$ cat config.mk
export PLATFORM = sky130hd
export DESIGN_NAME = store_unit
export DESIGN_NICKNAME = d
export VERILOG_FILES = /design/src/rtl/store_unit.sv
export SDC_FILE = /design/constraint.sdc
export NUM_CORES = 1
export LEC_CHECK = 0
export CAP_MARGIN = 20
export CORE_ASPECT_RATIO = 1.4
export CORE_MARGIN = 4
export CORE_UTILIZATION = 50
export CTS_CLUSTER_SIZE = 30
export DETAILED_ROUTE_END_ITERATION = 12
export PLACE_DENSITY = 0.95
export REMOVE_ABC_BUFFERS = 1
export SYNTH_ARGS = -nofsm -noshare
export SYNTH_HDL_FRONTEND = slang
export SYNTH_SLANG_ARGS = --single-unit
$ cat constraint.sdc
create_clock -name clk -period 6.15 [get_ports clk]
set_input_delay 0.615 -clock clk [delete_from_list [all_inputs] [get_ports clk]]
set_output_delay 0.615 -clock clk [all_outputs]
set_load 0.02 [all_outputs]
$ cat src/rtl/store_unit.sv
// store_unit: memory-write side of the MIPS datapath.
// Computes the effective address of SB/SH/SW, formats byte-lane write data
// and byte enables, and runs a req/ack handshake with data memory, reporting
// done, misaligned-address and timeout status back to control.
module store_unit #(
    parameter int unsigned TIMEOUT_CYCLES = 16,
    parameter bit          BIG_ENDIAN     = 1'b0
) (
    input  logic        clk,
    input  logic        rst_n,
    input  logic        start,
    input  logic [5:0]  opcode,
    input  logic [31:0] base,
    input  logic [31:0] store_data,
    input  logic [15:0] offset,
    output logic        busy,
    output logic        done,
    output logic        misalign,
    output logic        timeout,
    output logic        mem_req,
    output logic [31:0] mem_addr,
    output logic [31:0] mem_wdata,
    output logic [3:0]  mem_be,
    input  logic        mem_ack
);

    localparam int unsigned CW = (TIMEOUT_CYCLES < 1) ? 1 : $clog2(TIMEOUT_CYCLES + 1);

    localparam logic [5:0] OP_SB = 6'h28;
    localparam logic [5:0] OP_SH = 6'h29;
    localparam logic [5:0] OP_SW = 6'h2B;

    typedef enum logic [1:0] {
        S_IDLE = 2'd0,
        S_REQ  = 2'd1,
        S_DONE = 2'd2
    } state_t;

    state_t        state_q,     state_d;
    logic          busy_q,      busy_d;
    logic          done_q,      done_d;
    logic          misalign_q,  misalign_d;
    logic          timeout_q,   timeout_d;
    logic          mem_req_q,   mem_req_d;
    logic [31:0]   mem_addr_q,  mem_addr_d;
    logic [31:0]   mem_wdata_q, mem_wdata_d;
    logic [3:0]    mem_be_q,    mem_be_d;
    logic [CW-1:0] cnt_q,       cnt_d;

    logic [31:0]   ea;
    logic [1:0]    lane;
    logic          op_valid;
    logic          addr_bad;
    logic [31:0]   fmt_wdata;
    logic [3:0]    fmt_be;
    logic [CW-1:0] cnt_inc;

    // Effective address, lane selection and per-opcode data/enable formatting.
    // For 2-bit values 3-x equals ~x, so big-endian lane mapping is an XOR.
    always_comb begin
        ea        = base + {{16{offset[15]}}, offset};
        lane      = ea[1:0] ^ {2{BIG_ENDIAN}};
        op_valid  = 1'b0;
        addr_bad  = 1'b0;
        fmt_wdata = '0;
        fmt_be    = '0;
        case (opcode)
            OP_SB: begin
                op_valid  = 1'b1;
                fmt_wdata = {4{store_data[7:0]}};
                fmt_be    = 4'b0001 << lane;
            end
            OP_SH: begin
                op_valid  = 1'b1;
                addr_bad  = ea[0];
                fmt_wdata = {2{store_data[15:0]}};
                fmt_be    = 4'b0011 << {lane[1], 1'b0};
            end
            OP_SW: begin
                op_valid  = 1'b1;
                addr_bad  = |ea[1:0];
                fmt_wdata = store_data;
                fmt_be    = 4'b1111;
            end
            default: ;
        endcase
    end

    // Next-state and registered-output logic for the IDLE/REQ/DONE handshake.
    always_comb begin
        state_d     = state_q;
        busy_d      = busy_q;
        done_d      = 1'b0;
        misalign_d  = 1'b0;
        timeout_d   = 1'b0;
        mem_req_d   = mem_req_q;
        mem_addr_d  = mem_addr_q;
        mem_wdata_d = mem_wdata_q;
        mem_be_d    = mem_be_q;
        cnt_d       = cnt_q;
        cnt_inc     = cnt_q + CW'(1);

        case (state_q)
            S_IDLE: begin
                cnt_d = '0;
                if (start && op_valid) begin
                    mem_addr_d  = {ea[31:2], 2'b00};
                    mem_wdata_d = fmt_wdata;
                    mem_be_d    = fmt_be;
                    busy_d      = 1'b1;
                    if (addr_bad) begin
                        state_d    = S_DONE;
                        done_d     = 1'b1;
                        misalign_d = 1'b1;
                    end else begin
                        state_d   = S_REQ;
                        mem_req_d = 1'b1;
                    end
                end
            end
            S_REQ: begin
                cnt_d = cnt_inc;
                // An ack on the last allowed cycle takes priority over timeout.
                if (mem_ack) begin
                    state_d   = S_DONE;
                    done_d    = 1'b1;
                    mem_req_d = 1'b0;
                end else if (cnt_inc >= CW'(TIMEOUT_CYCLES)) begin
                    state_d   = S_DONE;
                    done_d    = 1'b1;
                    timeout_d = 1'b1;
                    mem_req_d = 1'b0;
                end
            end
            S_DONE: begin
                state_d   = S_IDLE;
                busy_d    = 1'b0;
                mem_req_d = 1'b0;
                cnt_d     = '0;
            end
            default: begin
                state_d   = S_IDLE;
                busy_d    = 1'b0;
                mem_req_d = 1'b0;
                cnt_d     = '0;
            end
        endcase
    end

    // State and output registers with synchronous active-low reset.
    always_ff @(posedge clk) begin
        if (!rst_n) begin
            state_q     <= S_IDLE;
            busy_q      <= 1'b0;
            done_q      <= 1'b0;
            misalign_q  <= 1'b0;
            timeout_q   <= 1'b0;
            mem_req_q   <= 1'b0;
            mem_addr_q  <= '0;
            mem_wdata_q <= '0;
            mem_be_q    <= '0;
            cnt_q       <= '0;
        end else begin
            state_q     <= state_d;
            busy_q      <= busy_d;
            done_q      <= done_d;
            misalign_q  <= misalign_d;
            timeout_q   <= timeout_d;
            mem_req_q   <= mem_req_d;
            mem_addr_q  <= mem_addr_d;
            mem_wdata_q <= mem_wdata_d;
            mem_be_q    <= mem_be_d;
            cnt_q       <= cnt_d;
        end
    end

    assign busy      = busy_q;
    assign done      = done_q;
    assign misalign  = misalign_q;
    assign timeout   = timeout_q;
    assign mem_req   = mem_req_q;
    assign mem_addr  = mem_addr_q;
    assign mem_wdata = mem_wdata_q;
    assign mem_be    = mem_be_q;

endmodule

Yosys cells after proc, flatten, opt, wreduce, memory -nomap -nowiden:

Index checks and enable logic that the tools add are counted.

* flip-flop bits (word level): 78
* output and inout port bits: 73
* bits of input ports: 90

* reductions and logical operators: 11
* eq/ne operators: 7
* shift-type cells: 2
* multiplexer cells: 21
* bitwise operators: 2
* $add $sub $neg: 2
* magnitude comparators: 1

Operators by type and width (number)
* $pmux W32 S3: 1
* $add A32 B32 Y32: 1
* $eq A6 B6 Y1 const B: 3
* $pmux W4 S3: 1
* $mux W1: 10
* $reduce_and A2 Y1: 5
* $mux W2: 4
* $pmux W1 S2: 4
* $reduce_or A3 Y1: 2
* $add A5 B1 Y5 const B: 1
* $ge A5 B5 Y1 const B: 1
* $ne A2 B2 Y1 const B: 2
* $pmux W2 S2: 1
* $shl A1 B2 Y4 const A: 1
* $shl A2 B2 Y4 const A: 1
* $ne A3 B3 Y1 const B: 1
* $reduce_and A3 Y1: 1
* $eq A2 B1 Y1 const B: 1
* $logic_not A2 Y1: 1
* $not A1 Y1: 2
* $reduce_or A2 Y1: 1
* $logic_and A1 B1 Y1: 1

Depth between registers and ports, before layout:

* depth after elaboration: 6
* mapped depth: 10
* mapped depth without buffers: 10

Worst setup path after synthesis:

OpenSTA, ideal clock, no wires.

* path type: input to register
* from: input offset[0]
* to: register mem_addr_q[24], in the netlist mem_addr[24]
* data required time: 6089 ps
* setup time: 61 ps
* slack: 3463 ps
* arrival time: 2627 ps
* stages: 10
* path through: ha_1 > inv_1 > fa_1 > nor2b_1 > o211ai_1 > a21o_1 > nor3_1 > o21bai_1 > a2111oi_0 > a311o_1

* word-level cells in the longest chain between the ends: 1

RTL lines
* from (decl): RTL line 15 `input logic [15:0] offset,`
* $add A32 B32 Y32: RTL line 61 `ea = base + {{16{offset[15]}}, offset};`
* to (signal assigned): RTL line 170 `mem_addr_q <= mem_addr_d;`
* to (decl): RTL line 45 `logic [31:0] mem_addr_q, mem_addr_d;`

No other way between the ends.
A chain may end at the register's enable or synchronous reset.

Final worst setup path:

* from: input offset[15]
* to: register mem_addr_q[29], in the netlist mem_addr[29]

Same word-level chain as after synthesis.

==> summary.md <==
| Metric | Value |
|---|---|
| CTS Buf Count | 9 |
| Synth top cells by count | dfxtp_1, a21oi_1, nand2_1 |
| Core area | 9460 µm² |
| Mean post-synth cell area | 7.78 µm² |
| Setup TNS | 0 ps |
| Outcome | completed |
| R2R cell count | 6 |
| Final setup vio count | 0 |
| Netlist cell types | 61 |
| Max-slew violations | 0 |
| Fin area | 6800 µm² |
| Post-place setup slack | 2400 ps |
| Synthesis-stage register bit count | 78 |
| Row count | 42 |
| Drt pass-1 iters | 5 |
| Synth top area cells | dfxtp_1, ha_1, a21oi_1, nand2_1, o21ai_0 |
| Routed vias | 5541 |
| Post-cts resize count | 0 |
| Number of synthesized flops with an enable pin | 0 |
| Post-synth ARST share | 0% |
| Main synth FF type | dfxtp_1 |
| Top-count cell post-synth | dfxtp_1 |
| Top routing layer used | met4 |
| Drt drc | 0 |
| Largest net degree at the start of global routing | 63 |
| Antenna cells | 0 |
| P per Cell Area | 200 nW/µm² |
| Worst skew pair latency | 330 ps |
| Root Buffer | clkbuf_16 |
| Die Ht | 125 µm |
| Max clock buf depth | 2 |
| # IOs | 163 |
| # port buffers | 160 |
| Final Critical Period | 3470 ps |
| Gr usage total | 27.3% |
| Placed Area | 6490 µm² |
| Worst Hold Depth | 2 |
| # Max-Cap Violations | 0 |
| Hold WC Path Type | reg -> reg |
| Starting Density | 51.3% |
| Top-area cell type share of the netlist area | 32.2% |
| Die width | 91.3 µm |
| Area of the mapped netlist | 4850 µm² |
| CTS sink count | 78 |
| CTS tree | done |
| GP Congestion | 0.910 |
| Crit Path Max Fanout | 17 |
| Nets | 886 |
| Hpwl dp | 11.8 mm |
| Postcts setup bufs | 0 |
| Critical Path Sink Type | flop |
| Post-cts hold buffer count | 0 |
| Antenna viol nets, final | 0 |
| Routed WL | 16.0 mm |
| Layout area overhead | 40.2% |
| Gate Count Post-Synth | 624 |
| Fin. Hold Viols | 0 |
| Vias in the first global route | 5506 |
| Ys Warns | 0 |
| DR iter-0 viols | 324 |
| Largest area contributor in the netlist | dfxtp_1 |
| Hold Slack | 452 ps |
| Worst ir drop on vdd | 0.000160 V |
| Worst EP required | 6370 ps |
| Grt ovf | 0 |
| Ratio of cells with drive above 1 in the final layout | 4.56% |
| Headroom to the max-slew limit | 32.7% |
| Unrepaired setup endpoints after global routing | false |
| Sequential area share after synthesis | 32.2% |
| Final Cycle Share | 56.4% |
| Clock Pin Slew Worst Setup and Hold Paths | 60 ps |
| F_max | 0.288 GHz |
| Wire length on met1 | 5.72 mm |
| CP Launch Type | primary input |
| Static Leak | 0.00253 µW |
| First-pass GRT wire length | 25.8 mm |
| Fin worst setup slack | 2680 ps |
| Wire length on met3 | 1.11 mm |
| WS Path Type | in -> reg |
| Initial antenna violation count | 0 |
| Die area | 11400 µm² |
| CTS H-Tree Depth | 3 |
| Tightest Pin Transition | 1010 ps |
| Via density | 6.31 |
| Met2 WL | 8.36 mm |
| Crit path DAT | 3690 ps |
| Fin Clk Skew | 7.59 ps |
| Routed len/inst | 18.2 µm |
[kinds of logic (layout without fill, tap and decap cells)]
family / Yosys count / in the layout / synth area share (%)
AND/OR/NAND/NOR: 223 / 223 / 22.1
other: 1 / 2 / 0.0773
adder cells (fa/ha/maj): 33 / 33 / 8.66
buffers and inverters: 50 / 193 / 4.02
flip-flops: 78 / 78 / 32.2
XOR/XNOR: 14 / 14 / 2.53
AO/OA/AOI/OAI: 218 / 218 / 28.9
multiplexers: 7 / 7 / 1.55
[routing by layer]
| metal | global-route usage (%) | vias to the layer above |
|---|---|---|
| met5 | 0 | - |
| met4 | 15.8 | 0 |
| met3 | 5.08 | 82 |
| met2 | 50.4 | 325 |
| met1 | 28.1 | 2548 |
| li1 | - | 2586 |
[critical path, stage by stage]
cell             delay [ps]
clkdlybuf4s50_1         960
ha_1                    430
a21o_1                  220
a21o_1                  170
a21oi_1                 350
nand2_1                 170
a211oi_1                300
a2111oi_0               140
a311o_1                 340
[sequential cells by signal, indices dropped and copies added (netlist names), 2 cells and up]
| name | cells |
|---|---|
| mem_wdata | 32 |
| mem_addr | 30 |
| cnt_q | 5 |
| mem_be | 4 |
| state_q | 2 |
[stage by stage]
stage | instances | util, % | total power [µW]
2_1_floorplan | 587 | - | 700
3_3_place_gp | 861 | 68.6 | 817
3_5_place_dp | 861 | 68.6 | 826
4_1_cts | 877 | 71.8 | 1360
5_1_grt | 878 | 71.9 | 1410
6_report | 878 | 71.9 | 1360
[placed cells by master (no fill, tap or decap), types with 8 or more instances in the layout]
cell type / synthesis / routed
nor2_1: 49 / 49
clkdlybuf4s50_1: 0 / 160
and3_1: 8 / 8
o21a_1: 9 / 9
ha_1: 32 / 32
nand2_1: 68 / 68
nor3_1: 24 / 24
o211ai_1: 12 / 12
dfxtp_1: 78 / 78
clkbuf_16: 0 / 9
xnor2_1: 8 / 8
inv_1: 12 / 12
nand3_1: 34 / 34
o21ai_0: 50 / 50
a21oi_1: 74 / 74
a221oi_1: 11 / 11
a21o_1: 14 / 14
[layout make-up]
cell class              instances  area, µm²
repair buffers                165       1660
flip-flops and latches         78       1560
well taps                     110        138
multi-input cells             497       3100
inverters                      12       45.0
clock buffers                  10        229
fillers                       707       2660
clock inverters                 6       71.3
[power breakdown]
part	switching [µW]	internal (µW)	total (µW)	leakage [µW]
registers	3.89	512	516	0.000629
logic	165	142	307	0.00176
clock network	219	317	537	0.000139
total	388	971	1360	0.00253
[final timing paths]
| kind | from | end | slack, ps |
|---|---|---|---|
| worst max register to register | state_q[1] | mem_addr[31] | 4130 |
| worst min-delay path | mem_addr[20] | mem_addr[20] | 450 |
| worst min register to register | mem_addr[20] | mem_addr[20] | 450 |
| worst max-delay path | offset[15] | mem_addr[29] | 2680 |
No activity file was read; power rests on OpenSTA's default activity.
